<file path="src/rtl/btn_event_decoder.sv">
// -----------------------------------------------------------------------------
// btn_event_decoder
//
// Consumes the clean level from a per-button debouncer and turns it into
// one-cycle event pulses: press/release edges plus classified short, long
// and double presses. Downstream control logic can use these pulses directly
// without any edge detection of its own.
//
// Optional feature:
//   AUTO_REPEAT_EN - when defined, a long-held button emits repeat_pulse every
//                    REPEAT_CYCLES cycles after long_press. When undefined,
//                    repeat_pulse is tied to 0 and no repeat counter is built.
//
// Every output comes straight from a flop. An edge sampled at clock edge k
// shows up as a pulse during the cycle that follows edge k.
// -----------------------------------------------------------------------------
module btn_event_decoder #(
    parameter int LONG_CYCLES   = 2_000_000,
    parameter int GAP_CYCLES    = 1_000_000,
    parameter int REPEAT_CYCLES = 500_000
) (
    input  logic clk,
    input  logic rst_n,
    input  logic btn_db,
    output logic press_pulse,
    output logic release_pulse,
    output logic short_press,
    output logic long_press,
    output logic double_press,
    output logic repeat_pulse,
    output logic busy
);

    // Size the shared counter for the largest terminal value in use.
    localparam int MAX_LG  = (LONG_CYCLES > GAP_CYCLES) ? LONG_CYCLES : GAP_CYCLES;
    localparam int MAX_ALL = (MAX_LG > REPEAT_CYCLES) ? MAX_LG : REPEAT_CYCLES;
    localparam int CNT_W   = $clog2(MAX_ALL) + 1;

    localparam logic [CNT_W-1:0] CNT_ZERO  = {CNT_W{1'b0}};
    localparam logic [CNT_W-1:0] CNT_ONE   = {{(CNT_W-1){1'b0}}, 1'b1};
    localparam logic [CNT_W-1:0] LONG_LAST = CNT_W'(LONG_CYCLES - 1);
    localparam logic [CNT_W-1:0] GAP_LAST  = CNT_W'(GAP_CYCLES - 1);
`ifdef AUTO_REPEAT_EN
    localparam logic [CNT_W-1:0] REP_LAST  = CNT_W'(REPEAT_CYCLES - 1);
`endif

    typedef enum logic [2:0] {
        ST_IDLE        = 3'd0,
        ST_PRESSED     = 3'd1,
        ST_LONG_HELD   = 3'd2,
        ST_WAIT_GAP    = 3'd3,
        ST_SECOND_HELD = 3'd4
    } state_e;

    state_e           state_r;
    logic [CNT_W-1:0] cnt_r;
    logic             btn_q_r;

    logic             press_r;
    logic             release_r;
    logic             short_r;
    logic             long_r;
    logic             double_r;
    logic             busy_r;
`ifdef AUTO_REPEAT_EN
    logic             repeat_r;
`endif

    logic             rise_s;
    logic             fall_s;

    // Edge detection against the previous sampled level. btn_q_r resets to 1
    // so a button held through reset release does not look like a new press.
    assign rise_s = btn_db & ~btn_q_r;
    assign fall_s = ~btn_db & btn_q_r;

    // Classification FSM: state, shared counter and all registered pulses.
    always_ff @(posedge clk or negedge rst_n) begin
        if (!rst_n) begin
            state_r   <= ST_IDLE;
            cnt_r     <= CNT_ZERO;
            btn_q_r   <= 1'b1;
            press_r   <= 1'b0;
            release_r <= 1'b0;
            short_r   <= 1'b0;
            long_r    <= 1'b0;
            double_r  <= 1'b0;
            busy_r    <= 1'b0;
`ifdef AUTO_REPEAT_EN
            repeat_r  <= 1'b0;
`endif
        end else begin
            btn_q_r   <= btn_db;
            // Pulses are single-cycle: clear by default, set only on events.
            press_r   <= 1'b0;
            release_r <= 1'b0;
            short_r   <= 1'b0;
            long_r    <= 1'b0;
            double_r  <= 1'b0;
`ifdef AUTO_REPEAT_EN
            repeat_r  <= 1'b0;
`endif
            case (state_r)
                ST_IDLE: begin
                    if (rise_s) begin
                        press_r <= 1'b1;
                        cnt_r   <= CNT_ZERO;
                        state_r <= ST_PRESSED;
                        busy_r  <= 1'b1;
                    end else begin
                        cnt_r   <= CNT_ZERO;
                        state_r <= ST_IDLE;
                        busy_r  <= 1'b0;
                    end
                end

                ST_PRESSED: begin
                    // A release on the terminal cycle beats long detection.
                    if (fall_s) begin
                        release_r <= 1'b1;
                        cnt_r     <= CNT_ZERO;
                        state_r   <= ST_WAIT_GAP;
                        busy_r    <= 1'b1;
                    end else if (cnt_r == LONG_LAST) begin
                        long_r    <= 1'b1;
                        cnt_r     <= CNT_ZERO;
                        state_r   <= ST_LONG_HELD;
                        busy_r    <= 1'b1;
                    end else begin
                        cnt_r     <= cnt_r + CNT_ONE;
                        state_r   <= ST_PRESSED;
                        busy_r    <= 1'b1;
                    end
                end

                ST_LONG_HELD: begin
                    // Release always wins over a repeat falling on the same cycle.
                    if (fall_s) begin
                        release_r <= 1'b1;
                        cnt_r     <= CNT_ZERO;
                        state_r   <= ST_IDLE;
                        busy_r    <= 1'b0;
                    end else begin
`ifdef AUTO_REPEAT_EN
                        if (cnt_r == REP_LAST) begin
                            repeat_r <= 1'b1;
                            cnt_r    <= CNT_ZERO;
                        end else begin
                            cnt_r    <= cnt_r + CNT_ONE;
                        end
`else
                        cnt_r     <= CNT_ZERO;
`endif
                        state_r   <= ST_LONG_HELD;
                        busy_r    <= 1'b1;
                    end
                end

                ST_WAIT_GAP: begin
                    // A re-press on the terminal cycle still counts as a double.
                    if (rise_s) begin
                        press_r  <= 1'b1;
                        double_r <= 1'b1;
                        cnt_r    <= CNT_ZERO;
                        state_r  <= ST_SECOND_HELD;
                        busy_r   <= 1'b1;
                    end else if (cnt_r == GAP_LAST) begin
                        short_r  <= 1'b1;
                        cnt_r    <= CNT_ZERO;
                        state_r  <= ST_IDLE;
                        busy_r   <= 1'b0;
                    end else begin
                        cnt_r    <= cnt_r + CNT_ONE;
                        state_r  <= ST_WAIT_GAP;
                        busy_r   <= 1'b1;
                    end
                end

                ST_SECOND_HELD: begin
                    // The second press of a double is never classified as long.
                    if (fall_s) begin
                        release_r <= 1'b1;
                        cnt_r     <= CNT_ZERO;
                        state_r   <= ST_IDLE;
                        busy_r    <= 1'b0;
                    end else begin
                        cnt_r     <= CNT_ZERO;
                        state_r   <= ST_SECOND_HELD;
                        busy_r    <= 1'b1;
                    end
                end

                default: begin
                    // Unused encodings recover quietly to IDLE.
                    cnt_r   <= CNT_ZERO;
                    state_r <= ST_IDLE;
                    busy_r  <= 1'b0;
                end
            endcase
        end
    end

    assign press_pulse   = press_r;
    assign release_pulse = release_r;
    assign short_press   = short_r;
    assign long_press    = long_r;
    assign double_press  = double_r;
    assign busy          = busy_r;
`ifdef AUTO_REPEAT_EN
    assign repeat_pulse  = repeat_r;
`else
    assign repeat_pulse  = 1'b0;
`endif

endmodule

</file>
<file path="config.mk">
export PLATFORM = sky130hd
export DESIGN_NAME = btn_event_decoder
export DESIGN_NICKNAME = d
export VERILOG_FILES = /design/src/rtl/btn_event_decoder.sv
export SDC_FILE = /design/constraint.sdc
export NUM_CORES = 1
export LEC_CHECK = 0
export ABC_CLOCK_PERIOD_IN_PS = 2860
export BUFFER_PORTS_ARGS = -buffer_cell sky130_fd_sc_hd__buf_2
export CORE_MARGIN = 2
export CORE_UTILIZATION = 64
export CTS_CLUSTER_SIZE = 12
export DETAILED_ROUTE_END_ITERATION = 16
export MAX_ROUTING_LAYER = met4
export PLACE_DENSITY = 0.87
export SLEW_MARGIN = 5
export SYNTH_ARGS = -nofsm -noshare
export SYNTH_HDL_FRONTEND = slang
export SYNTH_SLANG_ARGS = --single-unit
</file>
<file path="constraint.sdc">
create_clock -name clk -period 2.86 [get_ports clk]
set_input_delay 0.429 -clock clk [delete_from_list [all_inputs] [get_ports clk]]
set_output_delay 0.429 -clock clk [all_outputs]
set_load 0.01 [all_outputs]
</file>
==> summary.md <==
| Metric | Value |
|---|---|
| Status | completed |
| Count of input and output buffers | 8 |
| Sequential share of the synthesized area | a little under half |
| Reg power frac | 45.7% |
| Clock Path Buffers | 2 |
| Final hold vios | 0 |
| Slew at the pin closest to its max-slew limit | 689 ps |
| Fillcell total | 177 |
| Vias in the first global route | 1326 |
| Wire length of the first global-routing pass | 6.11 mm |
| CTS sink count | 32 |
| Top Ports | 10 |
| Avg Inst Size Synth | 10.5 sq um |
| HPWL Detailed | about 2.4 mm |
| Std-Cell Rows | 18 |
| Antenna violations before repair | 0 |
| Antenna Nets Post-Route | 0 |
| GPL Wtd Cong | 0.960 |
| Crit. End Element | register |
| Final nets | ~180 |
| Synthesized flop and latch total | 32 |
| Biggest regs | cnt_r x22, state_r x3 |
| Critical path class | reg -> reg |
| Ant diodes | 0 |
| Clk root buf | clkbuf_4 |
| Worst EP required | 3070 ps |
| Cts hold-fix bufs | 0 |
| Critical path arrival | about 2400 ps |
| Reg clk slew, reported paths | roughly 110 ps |
| Final wirelength | 3.47 mm |
| Post-Route Skew | between 10 and 15 ps |
| Drt drc | 0 |
| DR iter-0 viols | 49 |
| Combinational share of power | 24.9% |
| Worst-skew pair later-pin latency | 350 ps |
| Final worst path period share | between 70% and 80% |
| Sw Ratio | 32.5% |
| Commonest non-fill, non-tap cell in the layout | dfrtp_1 |
| Via density per instance | 6.71 |
| Setup TNS | 0 ps |
| Pre-CTS setup slack | 711 ps |
| Cts repair resizes | 0 |
| RSZ-0062 raised after global routing | no |
| Setup Buffers After CTS | 0 |
| WL per Instance | 16.9 um |
| Vertical die dimension | 56.1 um |
| P&R area growth vs syn | 5.40% |
| Maxcap violations | 0 |
| Achievable Freq | about 450 MHz |
| Slew Viols, Final | 0 |
| Min Tclk post-route | 2210 ps |
| Drt pass-1 iters | 4 |
| Die span in x | 56.1 um |
| Syn nets | 170 |
| CORE AREA | 2520 sq um |
| Count of cell types in the netlist | 50 |
| Synthesis Warnings | 0 |
| Clk pwr share | 29.4% |
| Post-synthesis cell area | 1740 sq um |
| GR Util All Layers | 25.8% |
| Fin util | ~73% |
| Most frequent cells in the layout | dfrtp_1, a21oi_1, nand3_1 |
| Layout cells sized above 1 | between 10% and 20% |
| Cts bufs inserted | 5 |
| Worst Slack Setup Final | ~650 ps |
| R2R Path Start | cnt_r[11] |
| CP Launch Point | cnt_r[11] |
| Static leakage | 0.752 nW |
| CTS tree | built |
| Slew headroom | 54.1% |
| Switching pwr | 0.386 mW |
| Max FFs per register | 22 |
| Setup violators final | 0 |
| Worst hold path type | in -> async |
| Total grt overflow | 0 |
| Peak supply drop | 0.000587 V |
| Via Count | 1375 |
| Starting density of the core | around 69% |
| Syn Inst Count | 166 |
| CP Launch Type | register |
| Most flops, register | cnt_r |
| Fin Hold WS | ~100 ps |
| CP max FO | 14 |
| PD cells | 649 nW/um^2 |
| Largest net degree at the start of global routing | 33 |
| DIE AREA | between 3000 and 4000 sq um |
| P_int | 0.803 mW |
| CTS H-Tree Depth | 2 |
==> metal layers <==
metal  GRT usage (%)  share of wire, %  vias to the layer above
li1                -                 -                      650
met1            32.8                44                      672
met2            37.6                48                       43
met3            8.84               5.8                       10
met4            11.2               2.1                        0
met5               -                 0                        -
==> kinds of logic after synthesis <==
logic type | share of synthesized area (%)
buf+inv | 4.10
compound gates | 18.1
fa+ha+maj | 0.719
xor+xnor | 6.55
flops | 46.1
simple gates | 24.2
other cells | 0.216
==> through the flow <==
step	total power, mW	std cells	instance area, sq um
finish	1.19	205	1830
global route	1.26	205	1830
CTS	1.19	205	1830
detailed placement	0.845	197	1760
global placement	0.834	197	1760
floorplan	0.800	166	1740
==> final timing paths <==
| path | end | slack [ps] | cells after the start |
|---|---|---|---|
| worst max-delay path | cnt_r[10] | 650 | 5 |
| worst min-delay path | cnt_r[19] | 100 | 1 |
| worst max register to register | cnt_r[10] | 650 | 5 |
| worst min register to register | cnt_r[0] | 480 | 1 |
| max in group asynchronous | cnt_r[16] | 2300 | 1 |
| min in group clk | btn_q_r | 200 | 1 |
==> critical path: stages, from the launching register on <==
cell,delay [ps]
dfrtp_1,440
nor4_1,490
nand3b_1,220
o31ai_4,520
buf_4,300
a21oi_1,100
==> area by class of cell <==
cell class / count / area (sq um) / area share [%]
clock buffer: 6 / 41.3 / 2.25
clock inverter: 2 / 35.0 / 1.91
inverter: 1 / 3.75 / 0.205
multi-input combinational: 125 / 866 / 47.2
sequential: 32 / 802 / 43.8
tap: 30 / 37.5 / 2.05
timing repair buffer: 9 / 47.5 / 2.59
==> synthesized netlist by cell type (all sizes together) <==
cell | instances | area, sq um
and2 | 1 | 6.26
or4b | 1 | 10.0
ha | 1 | 12.5
o41ai | 1 | 8.76
o31ai | 5 | 51.3
conb | 1 | 3.75
and4 | 1 | 8.76
nor3 | 3 | 20.0
a21o | 2 | 15.0
nor4 | 3 | 18.8
a31oi | 1 | 6.26
or4 | 4 | 33.8
dfrtp | 31 | 776
nor2 | 6 | 22.5
nand2b | 6 | 45.0
a41o | 1 | 10.0
xor2 | 9 | 78.8
or3b | 1 | 8.76
and3 | 4 | 30.0
a21boi | 1 | 7.51
nand3 | 10 | 50.1
o211ai | 1 | 7.51
nand4 | 7 | 58.8
or3 | 5 | 32.5
nand2 | 8 | 30.0
o221ai | 1 | 8.76
dfstp | 1 | 26.3
a41oi | 1 | 8.76
inv | 1 | 3.75
a22oi | 7 | 67.6
o2bb2ai | 1 | 8.76
nor4b | 2 | 17.5
nand3b | 3 | 22.5
a21oi | 16 | 80.1
a31o | 1 | 8.76
o21ai | 5 | 25.0
xnor2 | 4 | 35.0
nor2b | 1 | 6.26
buf | 8 | 67.6
==> power groups by stage <==
stage | sequential [mW] | clock [mW] | combinational, mW
4_1_cts | 0.542 | 0.352 | 0.298
2_1_floorplan | 0.549 | 0 | 0.251
6_report | 0.544 | 0.349 | 0.297
5_1_grt | 0.550 | 0.374 | 0.332
3_5_place_dp | 0.551 | 0 | 0.294
3_3_place_gp | 0.548 | 0 | 0.286
No activity file was read; power rests on OpenSTA's default activity.
